===== src/rtl/hazard_fwd_unit_pkg.sv =====
// Shared types and constants for the hazard/forwarding unit: register index width,
// operand source encoding and the load-use state machine states.
package hazard_pkg;

  localparam int REG_ADDR_W = 5;

  localparam logic [1:0] SRC_RGF = 2'd0;
  localparam logic [1:0] SRC_EX  = 2'd1;
  localparam logic [1:0] SRC_MEM = 2'd2;
  localparam logic [1:0] SRC_WB  = 2'd3;

  typedef enum logic {
    IDLE,
    LD_WAIT
  } state_e;

endpackage


===== src/rtl/hazard_fwd_unit_fwd_mux.sv =====
// One ID-stage operand: priority select EX > MEM > WB > register file,
// with register x0 always reading as zero from the register file.
module fwd_mux
  import hazard_pkg::*;
#(
  parameter int XLEN = 32
) (
  input  logic [REG_ADDR_W-1:0] rs_sel,
  input  logic [XLEN-1:0]       rgf_val,
  input  logic                  ex_wr_en,
  input  logic [REG_ADDR_W-1:0] ex_rd_sel,
  input  logic [XLEN-1:0]       ex_rd_val,
  input  logic                  mem_wr_en,
  input  logic [REG_ADDR_W-1:0] mem_rd_sel,
  input  logic [XLEN-1:0]       mem_rd_val,
  input  logic                  wb_wr_en,
  input  logic [REG_ADDR_W-1:0] wb_rd_sel,
  input  logic [XLEN-1:0]       wb_rd_val,
  output logic [XLEN-1:0]       val,
  output logic [1:0]            src
);

  always_comb begin
    // NOTE: defaults first so every path assigns both outputs and no latch is inferred.
    val = rgf_val;
    src = SRC_RGF;
    if (rs_sel == '0) begin
      val = '0;
    end else if (ex_wr_en && (ex_rd_sel == rs_sel)) begin
      val = ex_rd_val;
      src = SRC_EX;
    end else if (mem_wr_en && (mem_rd_sel == rs_sel)) begin
      val = mem_rd_val;
      src = SRC_MEM;
    end else if (wb_wr_en && (wb_rd_sel == rs_sel)) begin
      val = wb_rd_val;
      src = SRC_WB;
    end
  end

endmodule


===== src/rtl/hazard_fwd_unit.sv =====
// Operand forwarding plus load-use stall generation for a 5-stage pipeline.
// Define HAZARD_FWD_PERF_EN to build the stall/hazard performance counters.
module hazard_fwd_unit
  import hazard_pkg::*;
#(
  parameter int XLEN         = 32,
  parameter int NUM_RD_PORTS = 2,
  parameter int LD_LAT       = 1
) (
  input  logic                               clk,
  input  logic                               rst,
  input  logic                               id_valid,
  input  logic [REG_ADDR_W*NUM_RD_PORTS-1:0] id_rs_sel,
  input  logic [XLEN*NUM_RD_PORTS-1:0]       rgf_rs_val,
  input  logic                               ex_wr_en,
  input  logic                               ex_is_load,
  input  logic [REG_ADDR_W-1:0]              ex_rd_sel,
  input  logic [XLEN-1:0]                    ex_rd_val,
  input  logic                               mem_wr_en,
  input  logic [REG_ADDR_W-1:0]              mem_rd_sel,
  input  logic [XLEN-1:0]                    mem_rd_val,
  input  logic                               wb_wr_en,
  input  logic [REG_ADDR_W-1:0]              wb_rd_sel,
  input  logic [XLEN-1:0]                    wb_rd_val,
  input  logic                               flush,
  output logic [XLEN*NUM_RD_PORTS-1:0]       fwd_val,
  output logic [2*NUM_RD_PORTS-1:0]          fwd_src,
  output logic                               stall,
  output logic [31:0]                        perf_stall_cycles,
  output logic [31:0]                        perf_hazards
);

  localparam logic [2:0] LD_INIT = 3'(LD_LAT - 1);

  state_e     state;
  logic [2:0] cnt;
  logic       rs_match;
  logic       ld_hit;

  for (genvar p = 0; p < NUM_RD_PORTS; p++) begin : g_port
    fwd_mux #(.XLEN(XLEN)) u_fwd_mux (
      .rs_sel     (id_rs_sel[p*REG_ADDR_W +: REG_ADDR_W]),
      .rgf_val    (rgf_rs_val[p*XLEN +: XLEN]),
      .ex_wr_en   (ex_wr_en),
      .ex_rd_sel  (ex_rd_sel),
      .ex_rd_val  (ex_rd_val),
      .mem_wr_en  (mem_wr_en),
      .mem_rd_sel (mem_rd_sel),
      .mem_rd_val (mem_rd_val),
      .wb_wr_en   (wb_wr_en),
      .wb_rd_sel  (wb_rd_sel),
      .wb_rd_val  (wb_rd_val),
      .val        (fwd_val[p*XLEN +: XLEN]),
      .src        (fwd_src[p*2 +: 2])
    );
  end

  always_comb begin
    rs_match = 1'b0;
    for (int p = 0; p < NUM_RD_PORTS; p++) begin
      if (id_rs_sel[p*REG_ADDR_W +: REG_ADDR_W] == ex_rd_sel) rs_match = 1'b1;
    end
  end

  assign ld_hit = id_valid && ex_wr_en && ex_is_load && (ex_rd_sel != '0) && rs_match;

  // Stall is combinational so the hazard cycle itself is held; reset and flush mask it.
  always_comb begin
    stall = 1'b0;
    if (!rst && !flush) begin
      case (state)
        IDLE:    stall = ld_hit;
        LD_WAIT: stall = (cnt != 3'd0);
        default: stall = 1'b0;
      endcase
    end
  end

  always_ff @(posedge clk) begin
    // NOTE: state uses non-blocking assignments; reset is synchronous and active-high here.
    if (rst || flush) begin
      state <= IDLE;
      cnt   <= 3'd0;
    end else begin
      case (state)
        IDLE: begin
          if (ld_hit) begin
            state <= LD_WAIT;
            cnt   <= LD_INIT;
          end
        end
        LD_WAIT: begin
          if (cnt != 3'd0) cnt <= cnt - 3'd1;
          else             state <= IDLE;
        end
        default: begin
          state <= IDLE;
          cnt   <= 3'd0;
        end
      endcase
    end
  end

`ifdef HAZARD_FWD_PERF_EN
  logic [31:0] stall_cnt_q;
  logic [31:0] hazard_cnt_q;
  logic        hazard_start;

  assign hazard_start = !rst && !flush && (state == IDLE) && ld_hit;

  always_ff @(posedge clk) begin
    if (rst) begin
      stall_cnt_q  <= 32'd0;
      hazard_cnt_q <= 32'd0;
    end else begin
      if (stall)        stall_cnt_q  <= stall_cnt_q + 32'd1;
      if (hazard_start) hazard_cnt_q <= hazard_cnt_q + 32'd1;
    end
  end

  assign perf_stall_cycles = stall_cnt_q;
  assign perf_hazards      = hazard_cnt_q;
`else
  assign perf_stall_cycles = 32'd0;
  assign perf_hazards      = 32'd0;
`endif

endmodule


===== config.mk =====
export PLATFORM = sky130hd
export DESIGN_NAME = hazard_fwd_unit
export DESIGN_NICKNAME = d
export VERILOG_FILES = /design/src/rtl/hazard_fwd_unit_pkg.sv /design/src/rtl/hazard_fwd_unit_fwd_mux.sv /design/src/rtl/hazard_fwd_unit.sv
export SDC_FILE = /design/constraint.sdc
export NUM_CORES = 1
export LEC_CHECK = 0
export ABC_AREA = 1
export CAP_MARGIN = 20
export CORE_AREA = 2 2 127 129
export DETAILED_ROUTE_END_ITERATION = 6
export DIE_AREA = 0 0 129 131
export PLACE_DENSITY = 0.73
export REMOVE_ABC_BUFFERS = 1
export SLEW_MARGIN = 20
export SYNTH_ARGS = -nofsm -noshare
export SYNTH_HDL_FRONTEND = slang
export SYNTH_SLANG_ARGS = --single-unit

===== constraint.sdc =====
create_clock -name clk -period 2.07 [get_ports clk]
set_input_delay 0.3105 -clock clk [delete_from_list [all_inputs] [get_ports clk]]
set_output_delay 0.3105 -clock clk [all_outputs]
set_load 0.01 [all_outputs]

## Yosys cells after proc, flatten, opt, wreduce, memory -nomap -nowiden

Cells that the tools add are included.

| word-level totals | value |
|---|---|
| bits in registers | 4 |
| input bits | 193 |

| cells by class | value |
|---|---|
| reductions and logical operators | 19 |
| $add $sub $neg | 1 |
| mux-type cells | 26 |
| eq/ne operators | 10 |
| bitwise gates (word level) | 1 |

Operators by type and width:

| operator | count |
|---|---|
| $mux W32 | 8 |
| $eq A5 B5 Y1 | 8 |
| $mux W2 | 8 |
| $logic_and A1 B1 Y1 | 11 |
| $logic_not A5 Y1 | 2 |
| $mux W3 | 2 |
| $pmux W3 S2 | 1 |
| $mux W1 | 5 |
| $reduce_bool A5 Y1 | 1 |
| $pmux W1 S2 | 2 |
| $reduce_bool A3 Y1 | 1 |
| $sub A3 B1 Y3 const B | 1 |
| $logic_not A1 Y1 | 2 |
| $ne A2 B1 Y1 const B | 1 |
| $ne A2 B2 Y1 const B | 1 |
| $reduce_and A2 Y1 | 1 |
| $logic_or A1 B1 Y1 | 1 |
| $not A1 Y1 | 1 |

## Longest topological paths before layout

| logic depth | value |
|---|---|
| word-level depth | 6 |
| depth in mapped cells | 11 |
| gate-level depth less buffers | 10 |

## By module

Synthesis repeated with hierarchy kept, for this count alone.

| second synthesis, totals | value |
|---|---|
| cell total of the unflattened synthesis | 864 |
| area, all modules | 4240.3 um2 |

By module, submodules not included:

| module | area an instance (um2) | times used | cells an instance |
|---|---|---|---|
| fwd_mux | 1675.4 | 2 | 362 |
| hazard_fwd_unit | 889.6 | 1 | 140 |

## Worst setup path before layout

Ideal clock, no wire load.

| timing | value |
|---|---|
| path kind | input to output |
| from | input port ex_rd_sel[4] |
| to | output port fwd_val[62] |
| arrival | 1.350 ns |
| path slack | 0.410 ns |
| stages | 9 |
| path buffers | 2 |
| path through | inv_1 -> nand2_1 -> nand2_1 -> nor2_1 -> nand3_1 -> buf_4 -> clkbuf_1 -> o21ai_0 -> a21oi_1 |

| on the way | value |
|---|---|
| cells in the longest elaborated chain, start to end | 4 |

Ends and longest elaborated chain:

| item | RTL line | source |
|---|---|---|
| from (decl) | hazard_fwd_unit.sv:17 | `input logic [REG_ADDR_W-1:0] ex_rd_sel,` |
| $eq A5 B5 Y1 | hazard_fwd_unit_fwd_mux.sv:29 | `end else if (ex_wr_en && (ex_rd_sel == rs_sel)) begin` |
| $logic_and A1 B1 Y1 | hazard_fwd_unit_fwd_mux.sv:29 |  |
| $mux W32 | hazard_fwd_unit_fwd_mux.sv:29 |  |
| $mux W32 | hazard_fwd_unit_fwd_mux.sv:27 | `if (rs_sel == '0) begin` |
| to (decl) | hazard_fwd_unit.sv:26 | `output logic [XLEN*NUM_RD_PORTS-1:0] fwd_val,` |

Every way passes these cells.

## Worst setup path in the final report

| timing | value |
|---|---|
| from | input port wb_rd_sel[1] |
| to | output port fwd_val[20] |

| on the way | value |
|---|---|
| cells in the longest elaborated chain, start to end | 6 |

Ends and longest elaborated chain:

| item | RTL line | source |
|---|---|---|
| from (decl) | hazard_fwd_unit.sv:23 | `input logic [REG_ADDR_W-1:0] wb_rd_sel,` |
| $eq A5 B5 Y1 | hazard_fwd_unit_fwd_mux.sv:35 | `end else if (wb_wr_en && (wb_rd_sel == rs_sel)) begin` |
| $logic_and A1 B1 Y1 | hazard_fwd_unit_fwd_mux.sv:35 |  |
| $mux W32 | hazard_fwd_unit_fwd_mux.sv:35 |  |
| $mux W32 | hazard_fwd_unit_fwd_mux.sv:32 | `end else if (mem_wr_en && (mem_rd_sel == rs_sel)) begin` |
| $mux W32 | hazard_fwd_unit_fwd_mux.sv:29 |  |
| $mux W32 | hazard_fwd_unit_fwd_mux.sv:27 |  |

Every way passes these cells.

==> results.yml <==
outcome:
  outcome: "completed"
worst_hold_path:
  hold_depth: 1
  min_path_type: "flop to flop"
clock_network:
  cts_tree: "done"
  cts_root_buf: "clkbuf_16"
  cts_hold_buffers: 0
  cts.sinks: 4
  cts_buffers: 3
  clockBufferDepth: 2
  clock_latency_ns: 0.22
  htree_levels: 1
  clk_transition_reported_paths_ns: 0.03
flow_run:
  max_cap_viol_count: 0
worst_setup_path:
  cp_max_fo: 8
  crit_family: "simple AND/OR/NAND/NOR gates"
  cp_num_buf_inv: 5
  worst_ep_arrival_time_ns: 1.75
  slowest_stage: "nand3_4"
  crit_required_ns: 1.76
  path_depth: 12
  ff2ff_setup_slack_ns: 0.44
  criticalPathCategory: "input port to primary output"
  crit_path_max_incr_delay_ns: 0.19
  cp-start-kind: "input port"
  cp-end-kind: "primary output"
  crit_chain: "buf_2, inv_2, o21ai_1, nor2_2, nand3_4, buf_6, buf_16, nand3_1, nand2_1, nor2_1, nor2_1, buf_2"
  r2r_cells: 8
power:
  p_per_area_nw_per_um2: 241
  static-leakage-power_uw: 0.00434
  max-vdd-ir-drop_v: 0.000478
floorplanning:
  io_pins: 326
  fp.dieH_microns: 131
  fp.coreArea_sq_um: 15600
  die_w_microns: 129
  initial_core_util: 0.253
  dieArea_sq_um: 16900
  rows: 46
sta:
  tns_ns: 0
  slew_violations: 0
  fin_crit_sh: 0.994
  finalCriticalPeriod_ns: 2.06
  rsz0062_at_grt: "yes"
  fmax_mhz: 486
  skew_ns: 0.000961
  final-hold-violation-count: 0
  finalSetupViolations: 0
global_routing:
  grt_pass1_wl_microns: 36600
  grt_pass1_vias: 6362
  grt_util_all_layers: 0.286
  antenna_found_initial: 0
  grt_max_degree: 35
  grt-ovfl-total: 0
detailed_routing:
  route.antenna.remaining_nets: 0
  dr.first_iter.drc_count: 507
  routedWlPerCell_microns: 19.4
  drc: 0
  drtPass1Iterations: 7
  routed-via-count: 6921
  wl_microns: 26400
  viasPerCell: 5.09
logic_synthesis:
  syn_area_per_cell_sq_um: 4.81
  synth_seq_cells: 4
  yosysTopAreaCellShare: 0.248
  yosysWarnings: 0
  synth_top_cell_by_area: "nand3_1"
  yosys-top-cells-area: "nand3_1, nand2_1, nor2_1"
  syn_area_sq_um: 3950
  synth_cells: 821
  ys_types: 25
  ys_seq_area_frac: 0.0203
placement:
  place.gp.congestion: 0.991
  numPortBuffers: 261
  dp_hpwl_microns: 15700
  place_area_sq_um: 6920
finish:
  finalInstanceArea_sq_um: 8390
  finalNetCount: 1340
  layout-drive-gt1-share: 0.311
  antenna_cells: 0
  syn_to_final_growth_pct: 112
## area by class of cell
type	instances	area, sq um
fill	1504	7210
timing repair buffer	378	4060
multi-input combinational	724	3750
tap	216	270
inverter	34	155
sequential	4	80.1
clock buffer	3	75.1
## cells by family (layout without fill, tap and decap cells)
| family | after synthesis | after routing | share of synthesized area |
|---|---|---|---|
| fa+ha+maj | 2 | 2 | 0.00634 |
| compound gates | 78 | 78 | 0.100 |
| xor+xnor | 2 | 2 | 0.00444 |
| buf+inv | 156 | 415 | 0.241 |
| other cells | 1 | 64 | 0.000950 |
| simple gates | 578 | 578 | 0.626 |
| flops | 4 | 4 | 0.0203 |
## synthesized netlist by cell type
cell type	number
a21oi_1	8
nor2_1	157
buf_6	8
o21ai_0	65
nand2_1	212
inv_1	23
a21boi_1	1
dfxtp_1	4
nor3_2	1
ha_1	2
o21ai_1	3
nand4_1	4
nand3_1	196
buf_1	4
buf_2	18
nor3_1	1
xor2_1	2
inv_2	11
a211oi_1	1
clkbuf_1	16
conb_1	1
nand3_2	3
or2_2	2
buf_4	76
nor3b_2	2
## power breakdown
group / switching, uW / internal, uW
registers: 0.0190 / 77.7
clock network: 52.5 / 247
logic: 820 / 827
total: 872 / 1150
## per-stage QoR
step / util / cells / total power, uW / hold slack, ns / setup slack [ns]
final: 0.538 / 1359 / 2020 / 0.460 / 0.0125
after global routing: 0.538 / 1359 / 2150 / 0.481 / -0.0489
after CTS: 0.508 / 1353 / 1910 / 0.450 / -0.0957
after detailed placement: 0.444 / 1299 / 1470 / 0.444 / -0.782
after global placement: 0.444 / 1299 / 1470 / 0.441 / -0.766
after floorplan: - / 762 / 584 / 0.426 / -0.744
## placed cells by master, fill, tap and decap left out, drive strengths merged, types with 3 or more instances in the layout
| cell type | netlist | routed |
|---|---|---|
| nand2 | 212 | 212 |
| buf | 106 | 199 |
| clkbuf | 16 | 13 |
| inv | 34 | 32 |
| nand4 | 4 | 4 |
| clkdlybuf4s50 | 0 | 164 |
| conb | 1 | 64 |
| o21ai | 68 | 68 |
| a21oi | 8 | 8 |
| dlygate4sd2 | 0 | 3 |
| nor2 | 157 | 157 |
| dfxtp | 4 | 4 |
| nand3 | 199 | 199 |
## metal layers
metal / track usage / routed length, microns
met1: 0.342 / 9980
met4: 0.0934 / 952
met5: 0 / 0
met2: 0.521 / 12900
met3: 0.0460 / 2590
## what timing repair did
| item | 4_1_cts | 5_1_grt |
|---|---|---|
| resized for setup | 498 | 172 |
| setup endpoints to repair | 69 | 68 |
| gates cloned | 24 | 3 |
| setup buffers | 28 | 4 |
| pin swaps | 40 | 109 |
## worst paths after layout
| check | startpoint | endpoint |
|---|---|---|
| worst max-delay path | wb_rd_sel[1] | fwd_val[20] |
| worst min-delay path | cnt[0]$_SDFFE_PP0P_ | cnt[0]$_SDFFE_PP0P_ |
| worst max register to register | cnt[0]$_SDFFE_PP0P_ | cnt[2]$_SDFFE_PP0P_ |
| worst min register to register | cnt[0]$_SDFFE_PP0P_ | cnt[0]$_SDFFE_PP0P_ |
## registers in the layout (all words and copies together) (netlist names)
| register | count |
|---|---|
| cnt | 3 |
| state | 1 |
Note: power is estimated with default switching activity, not from simulation.
